`src/rtl/maxpool2_stage_if.sv`:
```
`default_nettype none
// ============================================================================
//  Module      : maxpool2_stage_if
//  Description : Control handshake and RAM read/write bus of the 2x2 max-pool
//                stage. The stage itself is the master. The sequencer and
//                RAM side is the slave.
//  Revision    : 1.0  initial release
// ============================================================================
interface maxpool2_stage_if;
  logic        start_pool;
  logic        end_pool;
  logic [15:0] ram_addr_r;
  logic        ram_en_r;
  logic [7:0]  ram_data_r;
  logic [15:0] ram_addr_w;
  logic [7:0]  ram_data_w;
  logic        ram_en;
  logic        ram_wea;

  modport master (
    input  start_pool,
    input  ram_data_r,
    output end_pool,
    output ram_addr_r,
    output ram_en_r,
    output ram_addr_w,
    output ram_data_w,
    output ram_en,
    output ram_wea
  );

  modport slave (
    output start_pool,
    output ram_data_r,
    input  end_pool,
    input  ram_addr_r,
    input  ram_en_r,
    input  ram_addr_w,
    input  ram_data_w,
    input  ram_en,
    input  ram_wea
  );
endinterface
`default_nettype wire

```
`src/rtl/maxpool2_stage.sv`:
```
`default_nettype none
// ============================================================================
//  Module      : maxpool2_stage
//  Description : 2x2 stride-2 signed max-pool over an IN_DIM x IN_DIM x CH
//                int8 map. Each window takes 4 reads, RD_LAT drain cycles and
//                1 write, which is 7 cycles at RD_LAT=2. A 4-cycle end_pool
//                burst follows the last write.
//  Revision    : 1.0  initial release
// ============================================================================
module maxpool2_stage #(
  parameter int          IN_DIM   = 20,
  parameter int          CH       = 16,
  parameter logic [15:0] OUT_BASE = 16'h8000,
  parameter int          RD_LAT   = 2
) (
  input  logic             clk,
  input  logic             rst_n,
  maxpool2_stage_if.master bus
);

  localparam int OD = IN_DIM / 2;
  localparam int XW = (OD > 1) ? $clog2(OD) : 1;
  localparam int CW = (CH > 1) ? $clog2(CH) : 1;
  localparam int DW = (RD_LAT > 1) ? $clog2(RD_LAT) : 1;

  localparam logic [XW-1:0] XY_LAST = XW'(OD - 1);
  localparam logic [CW-1:0] CH_LAST = CW'(CH - 1);
  localparam logic [DW-1:0] D_LAST  = DW'(RD_LAT - 1);

  localparam logic [15:0] ROW    = 16'(IN_DIM);
  localparam logic [15:0] PLANE  = 16'(IN_DIM * IN_DIM);
  localparam logic [15:0] OROW   = 16'(OD);
  localparam logic [15:0] OPLANE = 16'(OD * OD);

  typedef enum logic [2:0] {
    S_IDLE  = 3'd0,
    S_READ  = 3'd1,
    S_DRAIN = 3'd2,
    S_WRITE = 3'd3,
    S_DONE  = 3'd4
  } state_t;

  state_t                state;
  logic [XW-1:0]         ox;
  logic [XW-1:0]         oy;
  logic [CW-1:0]         ch;
  logic [1:0]            rcnt;
  logic [DW-1:0]         dcnt;
  logic [1:0]            ecnt;

  logic [XW-1:0]         ox_nx;
  logic [XW-1:0]         oy_nx;
  logic [CW-1:0]         ch_nx;
  logic                  last_win;
  logic [15:0]           base_cur;
  logic [15:0]           base_nx;
  logic [15:0]           out_idx;

  logic [RD_LAT-1:0]     vpipe;
  logic [RD_LAT-1:0]     fpipe;
  logic signed [7:0]     sample;
  logic signed [7:0]     max_q;
  logic signed [7:0]     max_nx;

  // Top-left input address of window (x, y, c).
  function automatic logic [15:0] win_base(input logic [XW-1:0] x,
                                           input logic [XW-1:0] y,
                                           input logic [CW-1:0] c);
    return (16'(x) << 1) + ((16'(y) * ROW) << 1) + 16'(c) * PLANE;
  endfunction

  // Offset of the k-th read within a window: TL, TR, BL, BR.
  function automatic logic [15:0] rd_offset(input logic [1:0] k);
    case (k)
      2'd0:    rd_offset = 16'd0;
      2'd1:    rd_offset = 16'd1;
      2'd2:    rd_offset = ROW;
      default: rd_offset = ROW + 16'd1;
    endcase
  endfunction

  // Next window indices, with ox fastest, then oy, then ch.
  always_comb begin
    ox_nx = ox;
    oy_nx = oy;
    ch_nx = ch;
    if (ox != XY_LAST) begin
      ox_nx = ox + 1'b1;
    end else begin
      ox_nx = '0;
      if (oy != XY_LAST) begin
        oy_nx = oy + 1'b1;
      end else begin
        oy_nx = '0;
        ch_nx = ch + 1'b1;
      end
    end
  end

  assign last_win = (ox == XY_LAST) && (oy == XY_LAST) && (ch == CH_LAST);
  assign base_cur = win_base(ox, oy, ch);
  assign base_nx  = win_base(ox_nx, oy_nx, ch_nx);
  assign out_idx  = 16'(ox) + 16'(oy) * OROW + 16'(ch) * OPLANE;
  assign sample   = bus.ram_data_r;

  // Running max. The first sample of a window loads it unconditionally;
  // later samples replace it only when strictly greater.
  always_comb begin
    max_nx = max_q;
    if (vpipe[RD_LAT-1]) begin
      if (fpipe[RD_LAT-1] || (sample > max_q)) begin
        max_nx = sample;
      end
    end
  end

  // Delay the read-issue and first-read markers by RD_LAT so they line up
  // with the returning data, and capture into the max register.
  always_ff @(posedge clk or negedge rst_n) begin
    if (!rst_n) begin
      vpipe <= '0;
      fpipe <= '0;
      max_q <= '0;
    end else begin
      vpipe[0] <= bus.ram_en_r;
      fpipe[0] <= bus.ram_en_r && (rcnt == 2'd0);
      for (int i = 1; i < RD_LAT; i++) begin
        vpipe[i] <= vpipe[i-1];
        fpipe[i] <= fpipe[i-1];
      end
      max_q <= max_nx;
    end
  end

  // Sweep controller. All bus outputs are registered. The read address for
  // the k-th READ cycle is loaded on the edge that enters that cycle.
  always_ff @(posedge clk or negedge rst_n) begin
    if (!rst_n) begin
      state          <= S_IDLE;
      ox             <= '0;
      oy             <= '0;
      ch             <= '0;
      rcnt           <= '0;
      dcnt           <= '0;
      ecnt           <= '0;
      bus.ram_addr_r <= '0;
      bus.ram_en_r   <= 1'b0;
      bus.ram_addr_w <= '0;
      bus.ram_data_w <= '0;
      bus.ram_en     <= 1'b0;
      bus.ram_wea    <= 1'b0;
      bus.end_pool   <= 1'b0;
    end else begin
      case (state)
        S_IDLE: begin
          if (bus.start_pool) begin
            state          <= S_READ;
            ox             <= '0;
            oy             <= '0;
            ch             <= '0;
            rcnt           <= '0;
            bus.ram_en_r   <= 1'b1;
            bus.ram_addr_r <= '0;
          end
        end

        S_READ: begin
          if (rcnt == 2'd3) begin
            state        <= S_DRAIN;
            dcnt         <= '0;
            bus.ram_en_r <= 1'b0;
          end else begin
            rcnt           <= rcnt + 2'd1;
            bus.ram_addr_r <= base_cur + rd_offset(rcnt + 2'd1);
          end
        end

        S_DRAIN: begin
          if (dcnt == D_LAST) begin
            // The final sample is folded in here, so the written value
            // already includes it.
            state          <= S_WRITE;
            bus.ram_en     <= 1'b1;
            bus.ram_wea    <= 1'b1;
            bus.ram_addr_w <= OUT_BASE | out_idx;
            bus.ram_data_w <= max_nx;
          end else begin
            dcnt <= dcnt + 1'b1;
          end
        end

        S_WRITE: begin
          bus.ram_en  <= 1'b0;
          bus.ram_wea <= 1'b0;
          if (last_win) begin
            state        <= S_DONE;
            ecnt         <= '0;
            bus.end_pool <= 1'b1;
          end else begin
            state          <= S_READ;
            ox             <= ox_nx;
            oy             <= oy_nx;
            ch             <= ch_nx;
            rcnt           <= '0;
            bus.ram_en_r   <= 1'b1;
            bus.ram_addr_r <= base_nx;
          end
        end

        S_DONE: begin
          if (ecnt == 2'd3) begin
            state        <= S_IDLE;
            bus.end_pool <= 1'b0;
          end else begin
            ecnt <= ecnt + 2'd1;
          end
        end

        default: state <= S_IDLE;
      endcase
    end
  end

endmodule
`default_nettype wire

```
`src/flat_wrapper.sv`:
```
// flat-port wrapper written by rule: the top's interface ports become plain ports
module maxpool2_stage_flat 
#(
  parameter int          IN_DIM   = 20,
  parameter int          CH       = 16,
  parameter logic [15:0] OUT_BASE = 16'h8000,
  parameter int          RD_LAT   = 2
)
  (clk, rst_n, bus_start_pool, bus_ram_data_r, bus_end_pool, bus_ram_addr_r, bus_ram_en_r, bus_ram_addr_w, bus_ram_data_w, bus_ram_en, bus_ram_wea);
  maxpool2_stage_if bus_i ();
  input  logic clk;
  input  logic rst_n;
  input wire logic [$bits(bus_i.start_pool)-1:0] bus_start_pool;
  input wire logic [$bits(bus_i.ram_data_r)-1:0] bus_ram_data_r;
  output wire logic [$bits(bus_i.end_pool)-1:0] bus_end_pool;
  output wire logic [$bits(bus_i.ram_addr_r)-1:0] bus_ram_addr_r;
  output wire logic [$bits(bus_i.ram_en_r)-1:0] bus_ram_en_r;
  output wire logic [$bits(bus_i.ram_addr_w)-1:0] bus_ram_addr_w;
  output wire logic [$bits(bus_i.ram_data_w)-1:0] bus_ram_data_w;
  output wire logic [$bits(bus_i.ram_en)-1:0] bus_ram_en;
  output wire logic [$bits(bus_i.ram_wea)-1:0] bus_ram_wea;
  assign bus_i.start_pool = bus_start_pool;
  assign bus_i.ram_data_r = bus_ram_data_r;
  assign bus_end_pool = bus_i.end_pool;
  assign bus_ram_addr_r = bus_i.ram_addr_r;
  assign bus_ram_en_r = bus_i.ram_en_r;
  assign bus_ram_addr_w = bus_i.ram_addr_w;
  assign bus_ram_data_w = bus_i.ram_data_w;
  assign bus_ram_en = bus_i.ram_en;
  assign bus_ram_wea = bus_i.ram_wea;
  maxpool2_stage #(.IN_DIM(IN_DIM), .CH(CH), .OUT_BASE(OUT_BASE), .RD_LAT(RD_LAT)) u_core (.clk(clk), .rst_n(rst_n), .bus(bus_i));
endmodule
```
`config.mk`:
```
export PLATFORM = sky130hd
export DESIGN_NAME = maxpool2_stage_flat
export DESIGN_NICKNAME = d
export VERILOG_FILES = /design/src/rtl/maxpool2_stage_if.sv /design/src/rtl/maxpool2_stage.sv /design/src/flat_wrapper.sv
export SDC_FILE = /design/constraint.sdc
export NUM_CORES = 1
export LEC_CHECK = 0
export ABC_AREA = 1
export CAP_MARGIN = 25
export CORE_ASPECT_RATIO = 0.75
export CORE_UTILIZATION = 40
export CTS_CLUSTER_SIZE = 25
export DETAILED_ROUTE_END_ITERATION = 10
export SLEW_MARGIN = 40
export SYNTH_ARGS = -nofsm -noshare
export SYNTH_HDL_FRONTEND = slang
export SYNTH_SLANG_ARGS = --single-unit
```
`constraint.sdc`:
```
create_clock -name clk -period 10.1 [get_ports clk]
set_input_delay 2.02 -clock clk [delete_from_list [all_inputs] [get_ports clk]]
set_output_delay 2.02 -clock clk [all_outputs]
set_load 0.05 [all_outputs]
```
==> results of run 1 <==
## through the flow
step,worst slack [ns],utilization (%),hold slack (ns),instances
4_1_cts,5.84,47.9,0.350,944
6_report,5.82,47.9,0.348,944
3_5_place_dp,5.86,45.6,0.337,929
5_1_grt,5.40,47.9,0.361,944
2_1_floorplan,6.42,-,0.331,720
3_3_place_gp,5.91,45.6,0.338,929
## cell type report
class	instances	area, sq um
timing repair buffer	51	504
clock buffer	10	239
sequential	70	1750
multi-input combinational	526	3390
inverter	107	404
tap	175	219
fill	1323	7160
clock inverter	5	83.8
## logic make-up (layout without fill, tap and decap cells)
logic type,after synthesis,in the layout
AOI/OAI and AO/OA,89,89
xor gates and xnor gates,30,30
adders and majority gates,87,87
buffers and inverters,124,173
DFF,70,70
other,1,5
and+or+nand+nor,315,315
## cells in the mapped netlist (2+ instances only)
master,number,area (sq um)
and2_1,10,62.6
xor2_1,24,210
nand3_2,3,30.0
nand3_1,59,295
o31ai_1,2,15.0
dfrtp_1,70,1750
ha_1,77,963
nor3_1,7,35.0
clkbuf_1,2,7.51
or2_2,4,25.0
buf_6,3,33.8
a22oi_1,2,15.0
o21ai_0,33,165
nor2_1,34,128
o22ai_1,7,43.8
xnor2_1,6,52.6
o21a_1,4,30.0
o21ai_2,4,35.0
o21ai_1,3,15.0
nand4_1,8,50.1
nand2_1,177,664
buf_2,3,15.0
inv_1,101,379
fa_1,10,200
buf_4,7,52.6
a21oi_1,27,135
a31oi_1,2,12.5
nor2_4,5,56.3
inv_2,5,18.8
## power breakdown
part,switching (W),internal (W),total [W]
clock,0.000124,0.000222,0.000346
sequential,0.00000952,0.000299,0.000308
combinational,0.0000969,0.0000451,0.000142
total,0.000230,0.000566,0.000796
## sequential cells by signal, indices dropped and copies added (netlist names), 3 cells and up
register and cells:
u_core.bus.ram_addr_r 14, u_core.bus.ram_addr_w 13, u_core.bus.ram_data_w 8, u_core.ch 4, u_core.max_q 8, u_core.ox 4, u_core.oy 4, u_core.state 3
## placed cells by master, fill, tap and decap left out, types with 3 or more instances in the layout
cell / n
a21oi_1: 27
and2_1: 10
clkbuf_16: 9
clkdlybuf4s50_1: 48
conb_1: 5
dfrtp_1: 70
fa_1: 10
ha_1: 77
inv_1: 101
inv_2: 5
nand2_1: 177
nand3_1: 59
nand3_2: 3
nand4_1: 8
nor2_1: 34
nor2_4: 5
nor3_1: 7
o21a_1: 4
o21ai_0: 33
o21ai_1: 3
o21ai_2: 4
o22ai_1: 7
or2_2: 4
xnor2_1: 6
xor2_1: 24
## worst max-delay path: stages, from the launching register on
cell and delay, ns:
dfrtp_1 0.59, inv_1 0.15, ha_1 0.22, nand3_2 0.12, nand2_1 0.07, o22ai_1 0.38, ha_1 0.33, ha_1 0.22
inv_1 0.08, fa_1 0.43, inv_1 0.10, nand3_1 0.12, xor2_1 0.19, inv_1 0.06, ha_1 0.34, a21oi_1 0.18
o21a_1 0.13, nand2_1 0.08, a21oi_1 0.13, o21ai_0 0.11, nand2_1 0.08, nand2_1 0.04, nand2_1 0.06
## routing by layer
layer | vias to the layer above | track usage (%)
li1 | 2414 | -
met1 | 2254 | 27.6
met2 | 93 | 30.9
met3 | 13 | 3.39
met4 | 0 | 6.43
met5 | - | 0
## worst paths after layout
check	end	slack [ns]	depth (start not counted)
max	u_core.bus.ram_addr_r[11]	5.82	22
max in group asynchronous	u_core.bus.ram_addr_r[12]	7.85	2
min in group asynchronous	u_core.max_q[1]	1.79	2
min reg2reg	u_core.vpipe[1]	0.35	0
min	u_core.vpipe[1]	0.35	0
max reg2reg	u_core.bus.ram_addr_r[11]	5.82	22
==> run_results.csv, run 1 <==
group,metric,value,unit
power,power.total,0.000796,W
sta,setup_violations,0,
synthesis,synth_top_family_by_area,"simple AND/OR/NAND/NOR gates",
synthesis,synth_area,5660,sq um
global_route,grt_pass1_vias,4739,
hold_path,holdCritPathClass,"reg2reg",
floorplan,dieArea,14600,sq um
setup_path,rr_startpoint,"u_core.oy[1]",
clock_tree,holdBufCountCts,0,
layout,drive_above_1_share,5.72,%
floorplan,core,13700,sq um
clock_tree,cts_sinks,70,
drt,highest_layer,"met4",
global_route,grt_max_degree,71,
place,place_congestion,0.900,
drt,wl_per_cell,14.5,um
power,powerDensity,121,nW/um^2
place,dpl-instance-area,6270,sq um
sta,tns,0,ns
setup_path,worstSetupPathType,"reg2reg",
sta,rsz0062_at_grt,"false",
drt,vias,4774,
synthesis,ys.flop_type,"dfrtp_1",
hold_path,min_from,"u_core.vpipe[0]",
synthesis,yosys.area_share.adder,20.6,%
place,dp_hpwl,10700,um
global_route,grt_pass1_wl,22900,um
layout,final_nets,863,
sta,fin_crit_sh,42.4,%
synthesis,yosys.area_share.simple,25.4,%
clock_tree,postCtsResizedCells,0,
clock_tree,htreeDepth,3,
power,peakVddDrop,78.9,uV
sta,relSlewSlack,52.1,%
drt,antenna_left,0,
synthesis,synth_edf_count,0,
setup_path,crit_path_max_fanout,9,
synthesis,syn_inst,716,
clock_tree,clk_latency,0.34,ns
sta,final.setup_skew,0.00495,ns
synthesis,synth_mux_area_share,0,%
drt,dr_wl_met3,508,um
setup_path,crit_required,10.38,ns
clock_tree,path_clk_slew,0.06,ns
layout,final_cell_area,6590,sq um
sta,slew_violations,0,
setup_path,crit_path_start_kind,"flop",
floorplan,start_util,41.1,%
place,numPortBuffers,49,
power,p_leak,3.43,nW
sta,period_needed,4.28,ns
job,maxCapViolations,0,
drt,drt_pass1_iterations,4,
synthesis,yosys_warnings,0,
synthesis,ys_ff_latch,70,
synthesis,yosysSeqAreaShare,31.0,%
setup_path,crit_path_end_kind,"flop",
synthesis,syn_avg_cell_area,7.90,sq um
global_route,antenna_found_initial,0,
clock_tree,numCtsBuffers,9,
run_status,outcome,"complete, no violations",
clock_tree,cts-root-buf,"clkbuf_16",
drt,drt-total-wl,13700,um
floorplan,ios,55,
synthesis,synth_xor_area_share,4.64,%
drt,drt_iter0_markers,238,
global_route,overflow,0,
drt,drc,0,
floorplan,die_h,105,um
sta,tightest_slew,0.718,ns
layout,antenna_cells,0,
drt,met2_length,5880,um
layout,area_growth,16.5,%
synthesis,synth_compound_area_share,8.94,%
floorplan,rows,37,
synthesis,async_flop_share,100,%
setup_path,cp-startpoint,"u_core.oy[1]",
clock_tree,cts_tree,"done",
setup_path,arrival,4.56,ns
drt,drt-met1-wl,7140,um
global_route,grt_usage,19.8,%
sta,hold_violations,0,
clock_tree,cts_setup_buffers,0,
drt,vias_per_cell,5.06,
floorplan,die_w,139,um
sta,max_freq,234,MHz
synthesis,synth.distinct_cells,46,
clock_tree,cts_max_path_buffers,2,
(Power assumes the default switching activity.)
==> run 2: changes to the inputs <==
==> constraint.sdc (replaced) <==
create_clock -name clk -period 3.7 [get_ports clk]
set_input_delay 0.74 -clock clk [delete_from_list [all_inputs] [get_ports clk]]
set_output_delay 0.74 -clock clk [all_outputs]
set_load 0.05 [all_outputs]
==> run 2 against run 1 <==
Compared with the run above:
- sequential power rose to 2.7 times the previous value
- core utilization grew 3.2 points
- sequential share of layout area down 1.6 points
==> run_results.csv, run 2 (synthesis results as in run 1) <==
group,metric,value,unit
global_route,overflow,0,
global_route,met3_usage,4.58,%
global_route,antenna_found_initial,0,
layout,mostFrequentLayoutCell,"nand2_1",
drt,wl_per_cell,14.7,um
layout,area_growth,24.3,%
job,maxCapViolations,0,
place,place_congestion,0.935,
sta,setup_violations,0,
setup_path,crit_path_end_kind,"flop",
setup_path,crit_path_start_kind,"flop",
clock_tree,cts_sinks,70,
layout,fillers,1302,
sta,hold_violations,0,
layout,fin_cells,971,
setup_path,arrival,3.88,ns
place,numPortBuffers,49,
floorplan,die_w,139,um
setup_path,slowest_stage,"fa_2",
place,dp_hpwl,11000,um
setup_path,cp_slowest_stage_delay,0.58,ns
hold_path,holdCritPathClass,"reg2reg",
sta,tightest_slew,0.730,ns
place,dpl-instance-area,6410,sq um
floorplan,ios,55,
global_route,grt_pass1_wl,23400,um
setup_path,crit_required,3.93,ns
clock_tree,numCtsBuffers,9,
drt,drt-total-wl,14300,um
clock_tree,cts-root-buf,"clkbuf_16",
drt,antenna_left,0,
global_route,grt_usage,20.3,%
clock_tree,clk_latency,0.34,ns
clock_tree,cts_max_path_buffers,2,
power,powerDensity,300,nW/um^2
layout,final_cell_mix,"168 x nand2_1, 92 x inv_1, 68 x ha_1, 68 x dfrtp_1, 53 x nand3_1",
layout,final_nets,889,
floorplan,die_h,105,um
run_status,outcome,"complete, no violations",
floorplan,core,13700,sq um
layout,reg.largest.list,"u_core.bus.ram_addr_r x14, u_core.bus.ram_addr_w x13",
layout,post-route-util,51.1,%
setup_path,worstSetupPathType,"reg2reg",
sta,rsz0062_at_grt,"true",
setup_path,crit_path_max_fanout,5,
place,placed_cells,949,
sta,max_freq,274,MHz
clock_tree,path_clk_slew,0.06,ns
sta,period_needed,3.65,ns
layout,top_register,"u_core.bus.ram_addr_r",
drt,drc,0,
clock_tree,cts_tree,"done",
global_route,grt_pass1_vias,4737,
drt,vias_per_cell,5.05,
power,peakVddDrop,217,uV
layout,ff_latch_area,1750,sq um
layout,antenna_cells,0,
power,p_leak,3.57,nW
sta,relSlewSlack,51.3,%
sta,slew_violations,0,
layout,final_cell_area,7030,sq um
drt,drt_iter0_markers,216,
clock_tree,htreeDepth,3,
global_route,busiest_layer,"met2",
sta,fin_crit_sh,98.7,%
floorplan,dieArea,14600,sq um
sta,final.setup_skew,0.00569,ns
drt,drt_pass1_iterations,5,
clock_tree,holdBufCountCts,0,
global_route,met1_usage,28.7,%
floorplan,start_util,41.1,%
drt,vias,4907,
layout,multi_input_area,3640,sq um
global_route,grt_max_degree,26,
global_route,use_met2,31.4,%
layout,largest_reg_flops,14,
floorplan,rows,37,
layout,drive_above_1_share,15.1,%
setup_path,crit_path_frequent_cell,"nand2_2",
run 2: cell types whose count changed in the layout (fill, tap and decap cells not counted), sizes merged:
cell / change
buf: +26
bufinv: -1
clkinvlp: +1
inv: +1
run 2: what timing repair did:
item | 4_1_cts | 5_1_grt
setup buffers | 0 | 6
resized for setup | 4 | 63
pin swaps | 0 | 26
endpoints found under the setup margin | 5 | 9
cloned | 0 | 0
run 2: final cells by class:
| cell class | instances | share of cell area [%] |
|---|---|---|
| Clock buffer | 10 | 3.26 |
| Timing Repair Buffer | 77 | 10.1 |
| Clock inverter | 6 | 0.997 |
| Multi-Input combinational cell | 526 | 51.8 |
| Tap cell | 175 | 3.11 |
| Sequential cell | 70 | 25.0 |
| Inverter | 107 | 5.82 |
run 2: path summary, 6_finish.rpt:
kind / startpoint / end / slack [ns] / depth (start not counted)
max: u_core.oy[1] / u_core.bus.ram_addr_r[12] / 0.05 / 26
min: u_core.fpipe[0] / u_core.fpipe[1] / 0.36 / 0
max reg2reg: u_core.oy[1] / u_core.bus.ram_addr_r[12] / 0.05 / 26
min reg2reg: u_core.fpipe[0] / u_core.fpipe[1] / 0.36 / 0
max in group asynchronous: rst_n / u_core.bus.ram_addr_r[9] / 2.56 / 2
min in group asynchronous: rst_n / u_core.bus.ram_data_w[2] / 0.39 / 1
run 2: per-stage QoR:
| stage | hold slack, ns | power (W) | worst slack (ns) | setup TNS, ns |
|---|---|---|---|---|
| floorplan | 0.331 | 0.00111 | 0.0162 | 0 |
| global placement | 0.340 | 0.00124 | 0.00994 | 0 |
| detailed placement | 0.342 | 0.00124 | -0.117 | -0.214 |
| CTS | 0.362 | 0.00214 | 0.0251 | 0 |
| global route | 0.370 | 0.00220 | -0.192 | -0.620 |
| finish | 0.359 | 0.00211 | 0.0485 | 0 |
run 2: worst max-delay path, delay by kind of cell, from the launching register on:
| kind | cells | cell delay [ns] |
|---|---|---|
| AND/OR/NAND/NOR | 14 | 1.06 |
| XOR/XNOR | 1 | 0.16 |
| adder cells (fa/ha/maj) | 5 | 1.42 |
| AO/OA/AOI/OAI | 1 | 0.10 |
| flip-flops | 1 | 0.39 |
| buffers and inverters | 5 | 0.39 |
run 2: where the power goes:
group	internal [W]	switching [W]
logic	0.000123	0.000262
clock network	0.000526	0.000358
registers	0.000815	0.0000250
run 2: routing by layer:
| layer | part of all wire (%) | vias up |
|---|---|---|
| met4 | 0.86 | 0 |
| li1 | - | 2463 |
| met5 | 0 | - |
| met3 | 3.2 | 11 |
| met2 | 45 | 89 |
| met1 | 51 | 2344 |
==> run 3: changes to the inputs <==
--- a/config.mk
+++ b/config.mk
@@ -8,6 +8,7 @@
 export ABC_AREA = 1
 export CAP_MARGIN = 25
 export CORE_ASPECT_RATIO = 0.75
+export CORE_MARGIN = 3
 export CORE_UTILIZATION = 40
 export CTS_CLUSTER_SIZE = 25
 export DETAILED_ROUTE_END_ITERATION = 10
==> run 3 against run 2 <==
Compared with the run above:
- clock skew about the same
- clock power increased by 8.4%
- critical path depth unchanged
- core utilization increased by 2.4 points
- highest routed layer unchanged
==> run_results.csv, run 3 (synthesis results as in run 1) <==
group,metric,value,unit
clock_tree,path_clk_slew,0.06,ns
place,numPortBuffers,49,
power,power_frac_comb,17.8,%
floorplan,die_h,109,um
layout,final_nets,889,
power,power.share.clock,43.8,%
sta,tns,0,ns
clock_tree,numCtsBuffers,9,
sta,hold_violations,0,
floorplan,start_util,42.1,%
power,netSwitchingPower,0.000644,W
power,p_leak,3.60,nW
clock_tree,clk_latency,0.33,ns
setup_path,reg2reg_slack,0.13,ns
layout,final_cell_area,7190,sq um
drt,vias,4898,
hold_path,hold-path-cell-count,0,
place,dp_hpwl,11200,um
setup_path,crit_path_end_kind,"flop",
global_route,overflow,0,
place,placed_cells,945,
sta,holdWs,0.350,ns
layout,final_cell_mix,"168 x nand2_1, 91 x inv_1, 68 x dfrtp_1, 62 x ha_1, 53 x nand3_1",
floorplan,ios,55,
place,pre_cts_ws,-0.00376,ns
layout,largest_reg_flops,14,
global_route,antenna_found_initial,0,
floorplan,die_w,143,um
job,maxCapViolations,0,
layout,drive_above_1_share,17.0,%
sta,slew_violations,0,
floorplan,dieArea,15600,sq um
sta,tightest_slew,0.747,ns
floorplan,core,13400,sq um
layout,area_growth,27.1,%
hold_path,hold_end,"u_core.vpipe[1]",
hold_path,min_from,"u_core.vpipe[0]",
run_status,outcome,"complete, no violations",
drt,vias_per_cell,5.07,
drt,drt-total-wl,14700,um
power,p_seq_share,38.4,%
place,place_congestion,0.901,
setup_path,arrival,3.80,ns
sta,final.setup_skew,0.00528,ns
setup_path,rr_endpoint,"u_core.bus.ram_addr_r[12]",
clock_tree,holdBufCountCts,0,
clock_tree,cts_max_path_buffers,2,
clock_tree,cts_tree,"done",
sta,setup_violations,0,
sta,fin_crit_sh,96.5,%
layout,antenna_cells,0,
power,peakVddDrop,208,uV
setup_path,reg2reg_depth,26,
setup_path,worstSetupPathType,"reg2reg",
drt,wl_per_cell,15.2,um
power,netSwitchingFraction,29.5,%
global_route,grt_usage,19.3,%
layout,fillers,1281,
drt,antenna_left,0,
floorplan,rows,36,
sta,setup_ws,0.130,ns
layout,reg.largest.list,"u_core.bus.ram_addr_r x14, u_core.bus.ram_addr_w x13",
layout,mostFrequentLayoutCell,"nand2_1",
setup_path,crit_path_start_kind,"flop",
setup_path,crit_required,3.93,ns
sta,period_needed,3.57,ns
setup_path,crit_path_max_fanout,6,
sta,relSlewSlack,50.2,%
layout,fin_cells,967,
power,powerDensity,304,nW/um^2
clock_tree,cts-root-buf,"clkbuf_16",
drt,drc,0,
power,p_int,0.00154,W
setup_path,rr_startpoint,"u_core.oy[3]",
drt,drt_iter0_markers,242,
global_route,grt_pass1_wl,24000,um
global_route,grt_max_degree,71,
place,dpl-instance-area,6420,sq um
hold_path,holdCritPathClass,"reg2reg",
clock_tree,htreeDepth,3,
sta,rsz0062_at_grt,"true",
layout,top_register,"u_core.bus.ram_addr_r",
global_route,grt_pass1_vias,4772,
sta,max_freq,280,MHz
drt,drt_pass1_iterations,5,
clock_tree,cts_sinks,70,
[run 3: cell types whose count changed in the layout (fill, tap and decap cells not counted), moves of 3 or more]
cell,previous run,this run
xor2_1,20,17
ha_4,7,13
o21ai_1,9,4
o21ai_0,27,30
ha_1,68,62
[run 3: worst max path at each step]
stage	slack, ns	start	endpoint
2_1_floorplan	0.02	u_core.oy[1]	u_core.bus.ram_addr_r[12]
3_3_place_gp	0.02	u_core.oy[1]	u_core.bus.ram_addr_r[13]
3_5_place_dp	-0.004	u_core.oy[1]	u_core.bus.ram_addr_r[13]
4_1_cts	0.01	u_core.oy[1]	u_core.bus.ram_addr_r[11]
5_1_grt	-0.08	u_core.oy[3]	u_core.bus.ram_addr_r[12]
6_report	0.13	u_core.oy[3]	u_core.bus.ram_addr_r[12]
[run 3: stage by stage]
| step | power [W] | util [%] |
|---|---|---|
| after floorplan | 0.00111 | - |
| after global placement | 0.00124 | 47.8 |
| after detailed placement | 0.00124 | 47.8 |
| after CTS | 0.00221 | 50.5 |
| after global routing | 0.00228 | 53.6 |
| final | 0.00218 | 53.6 |
[run 3: per-layer routing]
metal | track usage [%] | vias to the layer above | share of wire (%)
li1 | - | 2471 | -
met1 | 28.4 | 2316 | 51
met2 | 30.0 | 94 | 44
met3 | 3.46 | 17 | 3.6
met4 | 3.63 | 0 | 1.1
met5 | 0 | - | 0
[run 3: worst max-delay path: stages, from the launching register on]
cell     delay (ns)
dfrtp_2        0.51
inv_1          0.14
nand2_1        0.08
nand3_2        0.09
nand2_2        0.06
o21ai_2        0.07
inv_2          0.07
ha_4           0.28
ha_4           0.13
inv_2          0.04
fa_2           0.57
inv_2          0.05
nand3_2        0.08
xor2_1         0.17
inv_1          0.10
ha_4           0.30
nand2_1        0.05
inv_1          0.04
nand2_1        0.05
nand2_2        0.08
nand2_2        0.05
nand2_2        0.07
nand2_2        0.05
nand2_1        0.10
nand3_2        0.08
nor2_2         0.10
nor2_1         0.04
[run 3: power by group through the flow]
| stage | Clock (W) | Sequential [W] | Combinational [W] |
|---|---|---|---|
| global route | 0.00102 | 0.000844 | 0.000420 |
| detailed placement | 0 | 0.000852 | 0.000392 |
| global placement | 0 | 0.000852 | 0.000387 |
| finish | 0.000957 | 0.000838 | 0.000389 |
| floorplan | 0 | 0.00101 | 0.0000949 |
| CTS | 0.000978 | 0.000838 | 0.000392 |
[run 3: what timing repair did]
| action | 4_1_cts | 5_1_grt |
|---|---|---|
| setup buffers | 0 | 6 |
| pin swaps | 1 | 21 |
| endpoints found under the setup margin | 3 | 7 |
| gates resized for setup | 3 | 79 |
[run 3: area by class of cell]
cell class	instances	area, sq um	area share (%)
Multi-Input combinational cell	526	3770	52.4
Sequential cell	70	1750	24.4
Timing Repair Buffer	77	716	9.95
Inverter	107	407	5.66
Clock buffer	9	225	3.13
Tap cell	171	214	2.98
Clock inverter	7	105	1.46
